[src/rtl/nic8_sequencer.sv]
// ============================================================================
//  Module   : nic8_sequencer
//  Purpose  : Control sequencer for the nic8 datapath. Alternates FETCH and
//             EXEC cycles, decodes IR into the 14-bit control word, and
//             offers a run/halt/single-step debug handshake plus free-running
//             tick and retired-instruction counters.
//  Ports    : clk, reset       - clock, synchronous active-high reset
//             ir, cond         - instruction register, jump condition
//             run, step_req    - free-run level, single-step request
//             controlBits      - {loadIR,loadPC,loadA,loadB,loadX,doOut,
//                                 storeMem,assertM,assertE,assertA,assertX,
//                                 immediate,doSubtract,doJump}
//             incPC            - PC increment strobe
//             step_ack         - pulse when a stepped instruction completes
//             halted, trapped  - debug status
//             ticks, instret   - cycle and retired-instruction counters
//  Revision : 1.0 - initial release
// ============================================================================
`default_nettype none

module nic8_sequencer #(
    parameter bit START_HALTED = 1'b0,
    parameter int CNT_W        = 16
) (
    input  logic             clk,
    input  logic             reset,
    input  logic [7:0]       ir,
    input  logic             cond,
    input  logic             run,
    input  logic             step_req,
    output logic [13:0]      controlBits,
    output logic             incPC,
    output logic             step_ack,
    output logic             halted,
    output logic             trapped,
    output logic [CNT_W-1:0] ticks,
    output logic [CNT_W-1:0] instret
);

    // Bit positions inside controlBits
    localparam int c_LOAD_IR   = 13;
    localparam int c_LOAD_PC   = 12;
    localparam int c_LOAD_A    = 11;
    localparam int c_LOAD_B    = 10;
    localparam int c_LOAD_X    = 9;
    localparam int c_DO_OUT    = 8;
    localparam int c_STORE_MEM = 7;
    localparam int c_ASSERT_M  = 6;
    localparam int c_ASSERT_E  = 5;
    localparam int c_ASSERT_A  = 4;
    localparam int c_ASSERT_X  = 3;
    localparam int c_IMMEDIATE = 2;
    localparam int c_DO_SUB    = 1;
    localparam int c_DO_JUMP   = 0;

    localparam logic [2:0] c_DST_HALT = 3'd7;

    typedef enum logic [1:0] {
        S_FETCH = 2'd0,
        S_EXEC  = 2'd1,
        S_HALT  = 2'd2,
        S_TRAP  = 2'd3
    } state_t;

    state_t             r_state;
    state_t             w_next;
    logic               r_stepping;
    logic               w_stepping_nxt;
    logic               r_step_q;
    logic               r_step_ack;
    logic               r_trapped;
    logic [CNT_W-1:0]   r_ticks;
    logic [CNT_W-1:0]   r_instret;

    logic [13:0]        w_ctrl;
    logic               w_inc;
    logic [1:0]         w_src;
    logic [2:0]         w_dst;
    logic               w_imm;
    logic               w_step_rise;
    logic               w_in_exec;

    assign w_src       = ir[7:6];
    assign w_dst       = ir[5:3];
    assign w_imm       = ir[2];
    assign w_step_rise = step_req & ~r_step_q;
    assign w_in_exec   = (r_state == S_EXEC);

    // ------------------------------------------------------------------
    // Next-state and control-word decode
    // ------------------------------------------------------------------
    always_comb begin
        w_ctrl         = '0;
        w_inc          = 1'b0;
        w_next         = r_state;
        w_stepping_nxt = r_stepping;

        case (r_state)
            S_FETCH: begin
                w_ctrl[c_LOAD_IR]   = 1'b1;
                w_ctrl[c_ASSERT_M]  = 1'b1;
                w_ctrl[c_IMMEDIATE] = 1'b1;
                w_inc               = 1'b1;
                w_next              = S_EXEC;
            end

            S_EXEC: begin
                // Immediate operands always come from memory at PC
                if (w_imm) begin
                    w_ctrl[c_ASSERT_M]  = 1'b1;
                    w_ctrl[c_IMMEDIATE] = 1'b1;
                    w_inc               = 1'b1;
                end else begin
                    case (w_src)
                        2'd0: w_ctrl[c_ASSERT_M] = 1'b1;
                        2'd1: begin
                            w_ctrl[c_ASSERT_E] = 1'b1;
                            w_ctrl[c_DO_SUB]   = ir[1];
                        end
                        2'd2: w_ctrl[c_ASSERT_A] = 1'b1;
                        default: w_ctrl[c_ASSERT_X] = 1'b1;
                    endcase
                end

                case (w_dst)
                    3'd0: w_ctrl[c_LOAD_A]    = 1'b1;
                    3'd1: w_ctrl[c_LOAD_B]    = 1'b1;
                    3'd2: w_ctrl[c_LOAD_X]    = 1'b1;
                    3'd3: w_ctrl[c_DO_OUT]    = 1'b1;
                    3'd4: w_ctrl[c_STORE_MEM] = 1'b1;
                    3'd5: begin
                        w_ctrl[c_LOAD_PC] = 1'b1;
                        w_ctrl[c_DO_JUMP] = 1'b1;
                    end
                    3'd6: begin
                        w_ctrl[c_LOAD_PC] = cond;
                        w_ctrl[c_DO_JUMP] = cond;
                    end
                    default: ;  // halt opcode: no loads
                endcase

                w_stepping_nxt = 1'b0;
                if (w_dst == c_DST_HALT)
                    w_next = S_TRAP;
                else if (r_stepping)
                    w_next = S_HALT;
                else if (!run)
                    w_next = S_HALT;
                else
                    w_next = S_FETCH;
            end

            S_HALT: begin
                // run wins over a coincident step edge and starts free-running
                if (run) begin
                    w_next         = S_FETCH;
                    w_stepping_nxt = 1'b0;
                end else if (w_step_rise) begin
                    w_next         = S_FETCH;
                    w_stepping_nxt = 1'b1;
                end
            end

            default: ;  // S_TRAP: only reset leaves
        endcase

        // Nothing may be driven onto the datapath while reset is held
        if (reset) begin
            w_ctrl = '0;
            w_inc  = 1'b0;
        end
    end

    // ------------------------------------------------------------------
    // State, handshake and counters
    // ------------------------------------------------------------------
    always_ff @(posedge clk) begin
        if (reset) begin
            r_state    <= START_HALTED ? S_HALT : S_FETCH;
            r_stepping <= 1'b0;
            r_step_q   <= 1'b0;
            r_step_ack <= 1'b0;
            r_trapped  <= 1'b0;
            r_ticks    <= '0;
            r_instret  <= '0;
        end else begin
            r_state    <= w_next;
            r_stepping <= w_stepping_nxt;
            r_step_q   <= step_req;
            r_step_ack <= w_in_exec & r_stepping & (w_dst != c_DST_HALT);
            r_trapped  <= r_trapped | (w_in_exec & (w_dst == c_DST_HALT));
            r_ticks    <= r_ticks + CNT_W'(1);
            if (w_in_exec)
                r_instret <= r_instret + CNT_W'(1);
        end
    end

    assign controlBits = w_ctrl;
    assign incPC       = w_inc;
    assign step_ack    = r_step_ack;
    assign halted      = (r_state == S_HALT) || (r_state == S_TRAP);
    assign trapped     = r_trapped;
    assign ticks       = r_ticks;
    assign instret     = r_instret;

endmodule

`default_nettype wire
[config.mk]
export PLATFORM = sky130hd
export DESIGN_NAME = nic8_sequencer
export DESIGN_NICKNAME = d
export VERILOG_FILES = /design/src/rtl/nic8_sequencer.sv
export SDC_FILE = /design/constraint.sdc
export NUM_CORES = 1
export LEC_CHECK = 0
export ABC_AREA = 1
export CAP_MARGIN = 5
export CELL_PAD_IN_SITES_DETAIL_PLACEMENT = 2
export CELL_PAD_IN_SITES_GLOBAL_PLACEMENT = 2
export CORE_MARGIN = 1.5
export CORE_UTILIZATION = 26
export DETAILED_ROUTE_END_ITERATION = 10
export GPL_TIMING_DRIVEN = 1
export PLACE_DENSITY = 0.88
export SYNTH_ARGS = -nofsm -noshare
export SYNTH_HDL_FRONTEND = slang
export SYNTH_SLANG_ARGS = --single-unit
[constraint.sdc]
create_clock -name clk -period 2.9 [get_ports clk]
set_clock_uncertainty 0.15 [all_clocks]
set_input_delay 0.58 -clock clk [delete_from_list [all_inputs] [get_ports clk]]
set_output_delay 0.58 -clock clk [all_outputs]
set_load 0.01 [all_outputs]
==> impl_metrics.toml <==
[run_status]
status = "complete, no violations"

[cells_and_area]
area_delta_synth_final_pct = 42.2
n_fill_cell = 867
diodes = 0
final_layout_size_suffix_gt1_share_pct = 9.97
nNetsFinal = 379
final_cells = 460

[yosys]
synth_area_leaders = "dfxtp_1 (38%), nand2_1 (12%), nor2_1 (10%)"
synth-main-ff-cell = "dfxtp_1"
yosysTopAreaCell = "dfxtp_1"
synthArstFlopShare_pct = 0
synth_cell_types = 30
synthCells = 294
ys_seq_area_share_pct = 38.1
synth-seq-cells = 38
syn_avg_cell_area_um2 = 6.80
netlist_area_um2 = 2000
synth_top_area_share_pct = 38.1
yosysWarnings = 0
synth_nets = 313
synth_enable_flop_cells = 0

[timing]
drv_slew = 0
post-route-min-period_ns = 2.85
tightestPinTransition_ns = 0.371
hold_viol = 0
max_freq_ghz = 0.351
setup_slack_ns = 0.0488
finalCritPeriodShare_pct = 98.3
slew_headroom_pct = 75.0
finalSetupViolCount = 0
holdWs_ns = 0.323

[setup_path]
critPathMaxFanout = 8
cp.arrival_ns = 2.12
regToRegSetupSlack_ns = 1.10
crit_type = "in -> out"
crit_required_ns = 2.17
setup.worst_path.end_class = "primary output"
startpoint_type = "primary input"

[detailed_routing]
firstDrtPassIters = 3
postRouteAntennaNets = 0
via_per_inst = 4.55
wl_um = 6260
drt-initial-drc-count = 22
vias = 2094
wl_per_cell_um = 13.6
drc = 0

[min_path]
min_path_type = "reg -> reg"

[cts]
htreeDepth = 2
root_buffer = "clkbuf_8"
insertion_delay_ns = 0.29
cts_buffers = 5
post_cts_buffers = 0
clock_path_buffers = 2
clkTransAtPathRegs_ns = 0.08
tritoncts = "yes"
cts_sinks = 38

[die]
die_w_um = 90.7
die_area_um2 = 8220
io_pins = 63
die_h_um = 90.7
start_util_pct = 27.3
rows = 31
core_um2 = 7330

[run]
cap_violations = 0

[grt]
grt_util_met2_pct = 29.9
first_global_vias = 2293
grt_max_degree = 18
grt_pass1_wl_um = 10600
grt_use_met3_pct = 2.78
overflow = 0
track_usage_pct = 15.8
antenna_found_initial = 0
top_usage_layer = "met2"
grt_use_met1_pct = 18.2

[placed_design]
hpwl_um = 5030
pre_cts_ws_ns = -0.0637
gp_congestion = 0.726
place_inst = 452
io_buffers = 61

[pwr]
ir_drop_mv = 0.201
p_per_area_nw_per_um2 = 473
leakage_nw = 1.20
[sequential cells by signal (all words and copies together), names as in the netlist]
signal and flops:
trapped 1, r_state 2, step_ack 1, ticks 16, r_step_q 1, instret 16, r_stepping 1
[Yosys cell counts, drive strengths merged, types with 2 or more instances]
library cell	instances
dfxtp	38
buf	4
nand3	24
xor2	5
or2	3
nor2	63
inv	38
nor3	8
nand2	68
nand4	4
o21ai	9
ha	6
a21oi	15
clkbuf	2
[metrics by stage]
stage | util (%) | power [mW] | setup TNS (ns) | cell area, um^2
6_report | 38.8 | 1.34 | 0 | 2840
5_1_grt | 38.8 | 1.43 | -0.0333 | 2840
4_1_cts | 38.4 | 1.37 | -0.0593 | 2820
3_5_place_dp | 37.2 | 0.976 | -0.170 | 2720
3_3_place_gp | 37.2 | 0.954 | 0 | 2720
2_1_floorplan | - | 0.809 | 0 | 2000
[power breakdown]
part	internal, mW	switching [mW]
logic	0.176	0.207
registers	0.550	0.0296
clock network	0.192	0.190
[path summary, 6_finish.rpt]
check,startpoint,to,depth (start not counted)
setup / recovery,reset,controlBits[4],5
hold / removal,ticks[0],ticks[0],1
setup reg to reg,r_state[1],instret[13],10
hold reg to reg,ticks[0],ticks[0],1
[cell usage in the layout, fill, tap and decap left out, drive strengths merged, types with 5 or more instances in the layout]
master and instances:
nand2 68, nor2 63, clkdlybuf4s50 54, dfxtp 38, inv 38, nand3 24, a21oi 15, o21ai 9
nor3 8, clkbuf 7, ha 6, xor2 5, dlymetal6s2s 5
[what timing repair did]
action / in CTS / in global routing
hold buffers: 0 / 0
pin swaps: 0 / 0
resized for setup: 3 / 10
setup endpoints to repair: 6 / 9
[per-layer routing]
layer	wire, um	vias to the layer above
li1	-	1052
met1	2800	1008
met2	3270	29
met3	143	5
met4	47	0
met5	0	-
[kinds of logic (layout without fill, tap and decap cells)]
kind of cell	count (synthesis)	count (layout)	synth area share, %
and+or+nand+nor	173	173	39.4
xor gates and xnor gates	5	5	2.19
DFF	38	38	38.1
AOI/OAI and AO/OA	28	28	7.51
adders and majority gates	6	6	3.76
buffers and inverters	44	111	9.08
[worst max-delay path: stages]
cell,delay (ns)
clkdlybuf4s50_1,0.47
inv_2,0.11
nand2_4,0.09
nor4_1,0.27
clkdlybuf4s50_1,0.60
[area by class of cell]
class                      count  area, um^2  share of cell area, %
timing repair buffer          65         651                   22.9
multi-input combinational    212        1070                   37.7
sequential                    38         761                   26.8
clock inverter                 1        5.00                  0.176
tap                           99         124                   4.36
clock buffer                   7        86.3                   3.04
inverter                      38         143                   5.02
Note: power is estimated with default switching activity, not from simulation.
